**config.mk**
```make
export PLATFORM = sky130hd
export DESIGN_NAME = wb_eic_slave
export DESIGN_NICKNAME = d
export VERILOG_FILES = /design/src/rtl/wb_eic_slave.sv
export SDC_FILE = /design/constraint.sdc
export NUM_CORES = 1
export LEC_CHECK = 0
export CAP_MARGIN = 20
export CORE_MARGIN = 2
export CORE_UTILIZATION = 31
export CTS_CLUSTER_SIZE = 25
export DETAILED_ROUTE_END_ITERATION = 8
export HOLD_SLACK_MARGIN = 0.03
export PLACE_DENSITY_LB_ADDON = 0.3
export SLEW_MARGIN = 40
export SYNTH_ARGS = -nofsm -noshare
export SYNTH_HDL_FRONTEND = slang
export SYNTH_SLANG_ARGS = --single-unit
```
**constraint.sdc**
```tcl
create_clock -name wb_clk_i -period 1.28 [get_ports wb_clk_i]
set_clock_uncertainty 0.1 [all_clocks]
set_input_delay 0.256 -clock wb_clk_i [delete_from_list [all_inputs] [get_ports wb_clk_i]]
set_output_delay 0.256 -clock wb_clk_i [all_outputs]
set_load 0.01 [all_outputs]
```
**src/rtl/wb_eic_slave.sv**
```systemverilog
// wb_eic_slave: Wishbone classic slave interrupt controller with per-source
// edge/level sensing, IMR/ISR registers and a registered irq line.
module wb_eic_slave #(
  parameter int N_IRQ = 4,
  parameter logic [2*N_IRQ-1:0] IRQ_MODE = 8'b10_11_01_00
) (
  input  logic             wb_clk_i,
  input  logic             rst_n_i,
  input  logic [1:0]       wb_addr_i,
  input  logic [31:0]      wb_data_i,
  output logic [31:0]      wb_data_o,
  input  logic             wb_cyc_i,
  input  logic             wb_stb_i,
  input  logic             wb_we_i,
  input  logic [3:0]       wb_sel_i,
  output logic             wb_ack_o,
  output logic             wb_irq_o,
  input  logic [N_IRQ-1:0] irq_i
);
  function automatic logic [N_IRQ-1:0] mode_bit(input int b);
    mode_bit = '0;
    for (int k = 0; k < N_IRQ; k++) mode_bit[k] = IRQ_MODE[2*k+b];
  endfunction
  // low mode bit is the inactive level, high mode bit selects level sensing
  localparam logic [N_IRQ-1:0] INACT = mode_bit(0);
  localparam logic [N_IRQ-1:0] LEVEL = mode_bit(1);
  logic [N_IRQ-1:0] s1_q, s2_q, hist_q, imr_q, imr_d, isr_q, isr_d, ev, wd, clr;
  logic [31:0] bmask, data_d;
  logic acc, unused_ok;
  assign unused_ok = ^{wb_data_i, wb_sel_i};
  assign acc = wb_cyc_i & wb_stb_i & ~wb_ack_o;
  assign bmask = {{8{wb_sel_i[3]}}, {8{wb_sel_i[2]}}, {8{wb_sel_i[1]}}, {8{wb_sel_i[0]}}};
  assign wd = N_IRQ'(wb_data_i & bmask);
  assign ev = (s2_q ^ INACT) & (LEVEL | (s2_q ^ hist_q));
  always_comb begin
    imr_d = imr_q;
    clr = '0;
    data_d = wb_data_o;
    if (acc) begin
      data_d = wb_we_i ? '0 : wb_addr_i == 2'd2 ? 32'(imr_q) : wb_addr_i == 2'd3 ? 32'(isr_q) : '0;
      if (wb_we_i) begin
        imr_d = wb_addr_i == 2'd0 ? imr_q & ~wd : wb_addr_i == 2'd1 ? imr_q | wd : imr_q;
        clr = wb_addr_i == 2'd3 ? wd : '0;
      end
    end
    isr_d = (isr_q & ~clr) | (ev & imr_q);
  end
  always_ff @(posedge wb_clk_i or negedge rst_n_i)
    if (!rst_n_i) begin
      s1_q <= INACT;
      s2_q <= INACT;
      hist_q <= INACT;
      imr_q <= '0;
      isr_q <= '0;
      wb_data_o <= '0;
      wb_ack_o <= 1'b0;
      wb_irq_o <= 1'b0;
    end else begin
      s1_q <= irq_i;
      s2_q <= s1_q;
      hist_q <= s2_q;
      imr_q <= imr_d;
      isr_q <= isr_d;
      wb_data_o <= data_d;
      wb_ack_o <= acc;
      wb_irq_o <= |(isr_q & imr_q);
    end
endmodule

```
==> metrics, run 1 <==
CP Max Fanout 8; Die Span Y 64.0 µm; Core Area 3390 µm²; Synth Flop Type dfrtp_1; RSZ-0062 raised after global routing yes; vias per inst 4.05; mapped cell area 1120 µm²; number of max-cap violations 0; P_leak 0.668 nW; top post-synthesis cells by area dfrtp_1, buf_4, dfstp_2; Post-Place Worst Slack -0.549 ns; Boundary Pins 81; Syn. warnings 0; Residual DRC 0; fill count 350; Final period util 107%; insertion delay to the later sink of the worst-skew pair 0.31 ns; Synth top cells by count buf_4, dfrtp_1, nand2_1, dfstp_2; top-count cell post-synth buf_4; # setup viols final 8; Fin. Hold Viols 0; share of cells above drive strength 1 27.3%; cell type with the largest total area after synthesis dfrtp_1; routed wire length 1810 µm; vias in the first global route 678; CTS tree done; Area Overhead vs Synth 25.2%; Data required, critical path 1.40 ns; total power 1.61 mW; clock slew at reported path FFs 0.13 ns; Power Density 1150 nW/µm²; grt total ovfl 0; placement row count 21; H-tree depth 1; fin crit period 1.37 ns; Synth Register Bits 24; slowest stage delay, CP 0.42 ns; post-route insts no fill 174; Post-DRT Antenna Nets 0; cts bufs inserted 3; die area 4100 µm²; Die X 64.0 µm; # hold bufs at CTS 0; Max clock buf depth 2; critical path, cell by cell nand4b_4 > nor3_2 > mux2_4; Initial Util 33.0%; HP Class in -> async; Yosys top cell area share 42.6%; Avg Inst Size Synth 11.4 µm²; Total Neg Setup Slack -0.398 ns; Crit-path slowest cell dfrtp_1; largest net degree at the start of global routing 25; fin. max-slew vios 0; number of synthesized flops with an enable pin 0; Distinct cells, synth 17; Initial DRT Pass Iterations 4; CTS Root Cell clkbuf_4; worst setup margin -0.0917 ns; fraction of registers with async set/reset 100%; Seq/Total Area, Yosys 54.3%; ant diodes 0; crit path kind reg -> reg; Fmax achieved 0.729 GHz; Tot GR Track Use 9.41%; CP Launch Type flip-flop; global-route wire length before repair 3030 µm; 1st-iter DRT viols 2; Peak VDD IR 0.658 mV; status finished with violations; initial antenna violation count 0; Syn Inst Count 98; Routability Congestion 0.801; clk sinks 24; via count 704; post-DR wirelength/cell 10.4 µm; CP Capture Type flip-flop; Final #Nets 176; I/O Buffers 21; Data arrival, critical path 1.49 ns; r2r worst-path depth 3; failing checks negative setup slack; placed cell count 168
## path summary, 6_finish.rpt
check	startpoint	endpoint	slack (ns)
setup / recovery	wb_ack_o	flip-flop	-0.09
hold / removal	rst_n_i	isr_q[2]	0.17
setup reg to reg	wb_ack_o	flip-flop	-0.09
hold reg to reg	s1_q[1]	s2_q[1]	0.26
max in group asynchronous	rst_n_i	hist_q[1]	0.68
min in group wb_clk_i	irq_i[2]	s1_q[2]	0.23
## final cells by class
type	count	area [µm²]	area share [%]
Clock buffer	4	36.3	2.59
Inverter	2	7.51	0.537
Multi-Input combinational cell	70	444	31.8
Tap cell	46	57.6	4.11
Timing Repair Buffer	28	246	17.6
Sequential cell	24	607	43.4
## where the power goes
| part | internal [mW] | switching (mW) | total [mW] |
|---|---|---|---|
| Sequential | 0.846 | 0.0534 | 0.899 |
| Clock | 0.174 | 0.220 | 0.394 |
| Combinational | 0.158 | 0.161 | 0.319 |
## routing by layer
metal  track usage [%]  share of wire [%]  wire, µm
met2              15.0                 43       772
met3              4.75                 13       228
met5                 0                  0         0
met4             0.815                  0         0
met1              11.9                 45       807
## placed cells by master, fill, tap and decap left out, types with 2 or more instances in the layout
master,Yosys,final
a22oi_1,2,2
conb_1,1,28
mux2_4,0,4
o31ai_1,4,4
o21ai_2,0,3
dfstp_2,5,5
dlygate4sd2_1,0,3
buf_2,1,5
clkbuf_4,0,3
nand2_1,14,14
dfrtp_1,19,19
buf_4,28,6
nor3_2,0,4
inv_1,2,2
o21ai_0,3,3
clkdlybuf4s50_1,0,12
mux2i_1,4,4
## worst max-delay path: cells and delay by family (launching register included)
family / cells / cell delay (ns)
muxes: 1 / 0.32
and+or+nand+nor: 2 / 0.44
DFF: 1 / 0.42
## what timing repair did
action | CTS | global route
gates resized for setup | 30 | 2
endpoints found under the setup margin | 18 | 13
setup buffers | 2 | 0
pin swaps | 6 | 4
## metrics by stage
step | area (µm²) | hold slack, ns | util (%)
after floorplan | 1250 | -0.140 | -
after global placement | 1350 | 0.233 | 39.8
after detailed placement | 1350 | 0.237 | 39.8
after CTS | 1390 | 0.164 | 41.0
after global routing | 1400 | 0.166 | 41.3
final | 1400 | 0.168 | 41.3
## cell families after synthesis
group,Yosys count,synth area share (%)
buf+inv,31,19.9
mux,8,7.61
simple gates,21,10.6
other cells,1,0.336
compound gates,13,7.17
flops,24,54.3
Power figures use the tool's default switching activity.
==> inputs of run 2 (changes only) <==
Settings changed: ABC_AREA from default to 1, CORE_UTILIZATION 31 to 38.
Clock period 1.28 ns to 1.7 ns, I/O delays scaled along.
==> run 2 against run 1 <==
The run now ends clean. Hold slack improved by 0.083 ns. Design area increased by 3.6%. Global-route usage increased by 1.9 points. Sequential cell count unchanged. Combinational power decreased by 25%. Clock power increased by 5.3%. Critical path depth decreased by 2. Sequential power decreased by 24%. Final cell count increased by 18%. Total power decreased by 17%. First-iteration DRC count increased to 11 times the previous value.
==> metrics, run 2 <==
CP Capture Type primary output; most frequent cells in the layout nand2_1, conb_1, dfrtp_1; Syn Inst Count 136 (+39%); HP Class in -> async; initial antenna violation count 0 (unchanged); top-count cell post-synth nand2_1; status finished clean; Synth Flop Type dfrtp_1; I/O Buffers 21 (unchanged); delay-heaviest family, CP buffers and inverters; Final period util 95.6%; via count 865 (+23%); CTS Root Cell clkbuf_4; top post-synthesis cells by area dfrtp_1, buf_4, nand2_1; Core Area 3050 µm² (-9.9%); CTS tree done; r2r worst-path depth 6 (+3); number of max-cap violations 0 (unchanged); vias in the first global route 726 (+7.1%); crit path kind reg -> out; H-tree depth 1 (unchanged); die area 3680 µm² (-10%); Syn. warnings 0 (unchanged); Die Span Y 60.7 µm (-5.3%); worst setup margin 0.0744 ns (+0.166 ns); dpl hpwl 1460 µm; Post-DRT Antenna Nets 0 (unchanged); Area Overhead vs Synth 18.8%; Distinct cells, synth 14 (-3); Worst R2R Setup Slack 0.49 ns (+0.58 ns); Final #Nets 210 (+19%); # setup viols final 0 (-8); Synth top cells by count nand2_1, buf_4, dfrtp_1, nand3_1, inv_1; Area after DPL 1380 µm² (+1.9%); number of synthesized flops with an enable pin 0 (unchanged); placement row count 20 (-4.8%); Boundary Pins 81 (unchanged); most common cell after layout, fill and taps aside nand2_1; fraction of registers with async set/reset 100% (unchanged); vias per inst 4.20 (+3.8%); P_leak 0.809 nW (+21%); fin. max-slew vios 0 (unchanged); post-DR wirelength/cell 9.38 µm (-9.7%); Power Density 921 nW/µm² (-20%); post-route insts no fill 206 (+18%); Max clock buf depth 2 (unchanged); Fin. Hold Viols 0 (unchanged); cell type with the largest total area after synthesis dfrtp_1; mapped cell area 1220 µm² (+9.2%); Crit-path slowest cell clkdlybuf4s50_1; Seq/Total Area, Yosys 49.7% (-4.6 points); # hold bufs at CTS 0 (unchanged); share of cells above drive strength 1 11.7% (-16 points); Routability Congestion 0.812 (+1.3%); RSZ-0062 raised after global routing no; Data required, critical path 1.26 ns (-0.14 ns); fill count 315 (-10%); CP Launch Type flip-flop; clock slew at reported path FFs 0.13 ns (about the same); Data arrival, critical path 1.19 ns (-0.30 ns); crit path buf inv count 1 (+1); Initial DRT Pass Iterations 4 (unchanged); clk sinks 24 (unchanged); insertion delay to the later sink of the worst-skew pair 0.32 ns (about the same); global-route wire length before repair 3080 µm (+1.8%); Peak VDD IR 0.638 mV (-3.0%); grt total ovfl 0 (unchanged); Die X 60.7 µm (-5.3%); largest net degree at the start of global routing 25 (unchanged); ant diodes 0 (unchanged); r2r startpoint wb_ack_o; cts bufs inserted 3 (unchanged); Initial Util 40.0% (+7.0 points); Fmax achieved 0.615 GHz; Synth Register Bits 24 (unchanged); Tot GR Track Use 11.3% (+1.9 points); Residual DRC 0 (unchanged); Post-Place Worst Slack 0.0325 ns (+0.582 ns); Avg Inst Size Synth 8.97 µm² (-21%); Yosys top cell area share 39.0% (-3.6 points); routed wire length 1930 µm (+6.9%); placed cell count 201 (+20%); Total Neg Setup Slack 0 ns (+0.398 ns); critical path, cell by cell clkdlybuf4s50_1; slowest stage delay, CP 0.53 ns (+0.11 ns); fin crit period 1.63 ns; CP Max Fanout 1 (-7); 1st-iter DRT viols 21 (+19); Final Instance Area 1450 µm² (+3.6%)
[run 2: changes by cell type after synthesis, sizes merged, moves of 5 or more]
cell   delta
inv       +7
nand2    +31
nand3    +16
nand4     +5
o21ai     -7
[run 2: timing repair]
| action | 4_1_cts | 5_1_grt |
|---|---|---|
| gates resized for setup | 0 | 5 |
| setup buffers | 1 | 0 |
| endpoints found under the hold margin | 0 | 0 |
| setup endpoints to repair | 1 | 5 |
| gates cloned | 0 | 0 |
[run 2: layout make-up]
| cell class | count | area [µm²] | share of cell area [%] |
|---|---|---|---|
| flip-flops and latches | 24 | 607 | 41.9 |
| clock inverters | 1 | 30.0 | 2.07 |
| clock buffers | 3 | 22.5 | 1.55 |
| multi-input cells | 100 | 448 | 30.9 |
| repair buffers | 25 | 253 | 17.4 |
| inverters | 9 | 33.8 | 2.33 |
| well taps | 44 | 55.1 | 3.80 |
[run 2: metrics by stage]
step / total power [mW] / hold slack (ns) / util (%)
2_1_floorplan: 0.864 / -0.0556 / -
3_3_place_gp: 0.928 / 0.236 / 45.1
3_5_place_dp: 0.934 / 0.239 / 45.1
4_1_cts: 1.36 / 0.250 / 47.0
5_1_grt: 1.42 / 0.266 / 47.5
6_report: 1.33 / 0.252 / 47.5
[run 2: per-layer routing]
| metal | track usage [%] | share of wire, % | routed length [µm] | vias to the layer above |
|---|---|---|---|---|
| met5 | 0 | 0 | 0 | - |
| met4 | 1.86 | 0.67 | 13 | 0 |
| met3 | 4.48 | 10 | 198 | 2 |
| met2 | 19.4 | 46 | 891 | 50 |
| met1 | 13.8 | 43 | 829 | 389 |
| li1 | - | - | - | 424 |
[run 2: power by group]
part	internal, mW	switching [mW]
clock	0.239	0.176
combinational	0.108	0.130
sequential	0.639	0.0430
total	0.985	0.350
[run 2: logic make-up (layout without fill, tap and decap cells)]
| group | count (synthesis) | in the layout | share of synthesized area (%) |
|---|---|---|---|
| AND/OR/NAND/NOR | 72 | 72 | 28.1 |
| buffers and inverters | 39 | 38 | 21.8 |
| flip-flops | 24 | 24 | 49.7 |
| other | 1 | 28 | 0.307 |
[run 2: worst max-delay path by stage]
stage | startpoint | end | slack, ns | cells past startpoint
2_1_floorplan | wb_ack_o | flip-flop | 0.63 | 5
3_3_place_gp | wb_addr_i[1] | isr_q[1] | 0.05 | 6
3_5_place_dp | wb_addr_i[1] | isr_q[1] | 0.03 | 6
4_1_cts | wb_ack_o | wb_ack_o | 0.02 | 1
5_1_grt | wb_irq_o | wb_irq_o | 0.02 | 1
6_report | wb_irq_o | wb_irq_o | 0.07 | 1
==> variant: new RTL, settings of run 1 <==
The output `wb_irq_o` loses its register stage (`wb_irq_o` becomes a continuous assignment).
--- a/src/rtl/wb_eic_slave.sv
+++ b/src/rtl/wb_eic_slave.sv
@@ -54,7 +54,6 @@
       isr_q <= '0;
       wb_data_o <= '0;
       wb_ack_o <= 1'b0;
-      wb_irq_o <= 1'b0;
     end else begin
       s1_q <= irq_i;
       s2_q <= s1_q;
@@ -63,7 +62,8 @@
       isr_q <= isr_d;
       wb_data_o <= data_d;
       wb_ack_o <= acc;
-      wb_irq_o <= |(isr_q & imr_q);
     end
+
+  assign wb_irq_o = |(isr_q & imr_q);
 endmodule
 
Formal check against the unedited RTL: not equivalent (Yosys sat finds a counterexample within 4 cycles, from zero or initial values and one cycle with rst_n_i low).
==> variant against run 1 <==
  * The run still ends with negative setup slack left
  * Clock power decreased by 13%
  * Sequential share of layout area is 5.1 points lower
  * Synthesized area decreased by 2.2%
  * Routed wire length grew 14%
  * Setup slack got worse by 0.16 ns
  * Design area is 8.7% higher
  * Cell count is 7.5% higher
  * Sequential cell count fell by 1
  * Utilization is 3.9 points higher
  * Total power increased by 0.12%
  * Critical path depth rose by 1
  * Synthesized cell count fell by 1.0%
  * Critical path type unchanged
==> variant: results (changes against run 1) <==
Cells and area
  – Layout cells sized above 1: 38.3% (+11 points)
  – Fillcell total: 335 (-4.3%)
  – Fin nets: 189 (+7.4%)

Placed design
  – Final GP Congestion: 0.854 (+6.6%)
  – IO buf count: 21 (unchanged)
  – Area after DPL: 0.00139 mm^2 (+3.2%)
  – Post-DP HPWL: 1420 um
  – DP Worst Slack: -0.494 ns (+0.0549 ns)
  – Placed cells: 176 (+4.8%)

GRT
  – All-Layer GR Usage: 10.8% (+1.4 points)
  – Vias in the first global route: 746 (+10%)
  – Largest net degree at the start of global routing: 24 (-4.0%)
  – First-pass GRT wire length: 3420 um (+13%)
  – Initial antenna violation count: 0 (unchanged)

Route
  – DR pass1 iterations: 4 (unchanged)
  – Initial DRC count: 15 (+13)
  – Vias/cell: 3.99 (-1.3%)
  – WL final: 2060 um (+14%)
  – ANT nets after route: 0 (unchanged)
  – Wire length per cell: 11.0 um (+6.0%)

STA
  – Final Setup Violations: 14 (+6)
  – TNS Setup: -2.18 ns (-1.78 ns)
  – Setup slack after layout: -0.256 ns (-0.164 ns)

Status
  – Status: finished with violations
  – Failing checks: negative setup slack

Critical path
  – CP peak stage delay: 0.41 ns
  – Worst path slowest cell: dfrtp_1
  – Critical path's top delay family: simple AND/OR/NAND/NOR gates
  – Critical path arrival: 1.65 ns (+0.16 ns)
  – Worst reg2reg path depth: 4 (+1)

Pwr
  – Maximum vdd drop: 0.645 mV (-1.9%)
  – Pint: 1.15 mW (-2.3%)
  – Leak pwr: 0.731 nW (+9.5%)

Job
  – Maximum capacitance violations: 0 (unchanged)

Logic synthesis
  – Synth Instances: 97 (-1.0%)
  – Sequential area share after synthesis: 53.3% (-1.0 points)
  – Ys Warns: 0 (unchanged)
  – Top cells by area, synth: dfrtp_1, buf_4, dfstp_2
  – Synth cell count leaders: buf_4, dfrtp_1, nand2_1

Clock tree
  – Total CTS buffers: 3 (unchanged)
  – Skew-Pair Late Insertion Delay: 0.31 ns (about the same)
variant: changes by cell type after synthesis:
cell / run 1 / this run
dfrtp_1: 19 / 18
variant: per-layer routing:
metal  vias up  wire length, um  global-route usage, %
li1        356                -                      -
met4         0                0                   1.63
met1       347              830                   12.5
met5         -                0                      0
met3         0              188                   4.11
met2        44             1040                   19.1
variant: area by class of cell:
cell class / instances / area [um^2] / share of cell area, %
Clock buffer: 3 / 22.5 / 1.48
Clock inverter: 1 / 7.51 / 0.494
Inverter: 2 / 7.51 / 0.494
Multi-Input combinational cell: 70 / 479 / 31.5
Sequential cell: 23 / 582 / 38.3
Tap cell: 46 / 57.6 / 3.79
Timing Repair Buffer: 42 / 364 / 24.0
variant: power by group through the flow:
stage               Sequential (mW)  Clock [mW]  Combinational, mW
finish                        0.839       0.341              0.434
detailed placement            0.851           0              0.394
global route                  0.851       0.391              0.473
global placement              0.848           0              0.390
floorplan                     0.861           0              0.215
CTS                           0.839       0.361              0.410
variant: kinds of logic after synthesis:
kind of cell	synth area share [%]
muxes	7.79
buffers and inverters	20.4
other	0.343
DFF	53.3
and+or+nand+nor	10.9
AOI/OAI and AO/OA	7.33
variant: worst paths after layout:
kind                        endpoint      from  slack (ns)
max                         register  wb_ack_o       -0.26
min                          s1_q[3]   rst_n_i        0.17
max reg2reg                 register  wb_ack_o       -0.26
min reg2reg                  s2_q[1]   s1_q[1]        0.26
max in group asynchronous  hist_q[1]   rst_n_i        0.69
min in group wb_clk_i        s1_q[2]  irq_i[2]        0.23
variant: what timing repair did:
action / CTS / global route
setup endpoints to repair: 17 / 14
pin swaps: 12 / 2
resized for setup: 40 / 7
setup buffers: 5 / 2
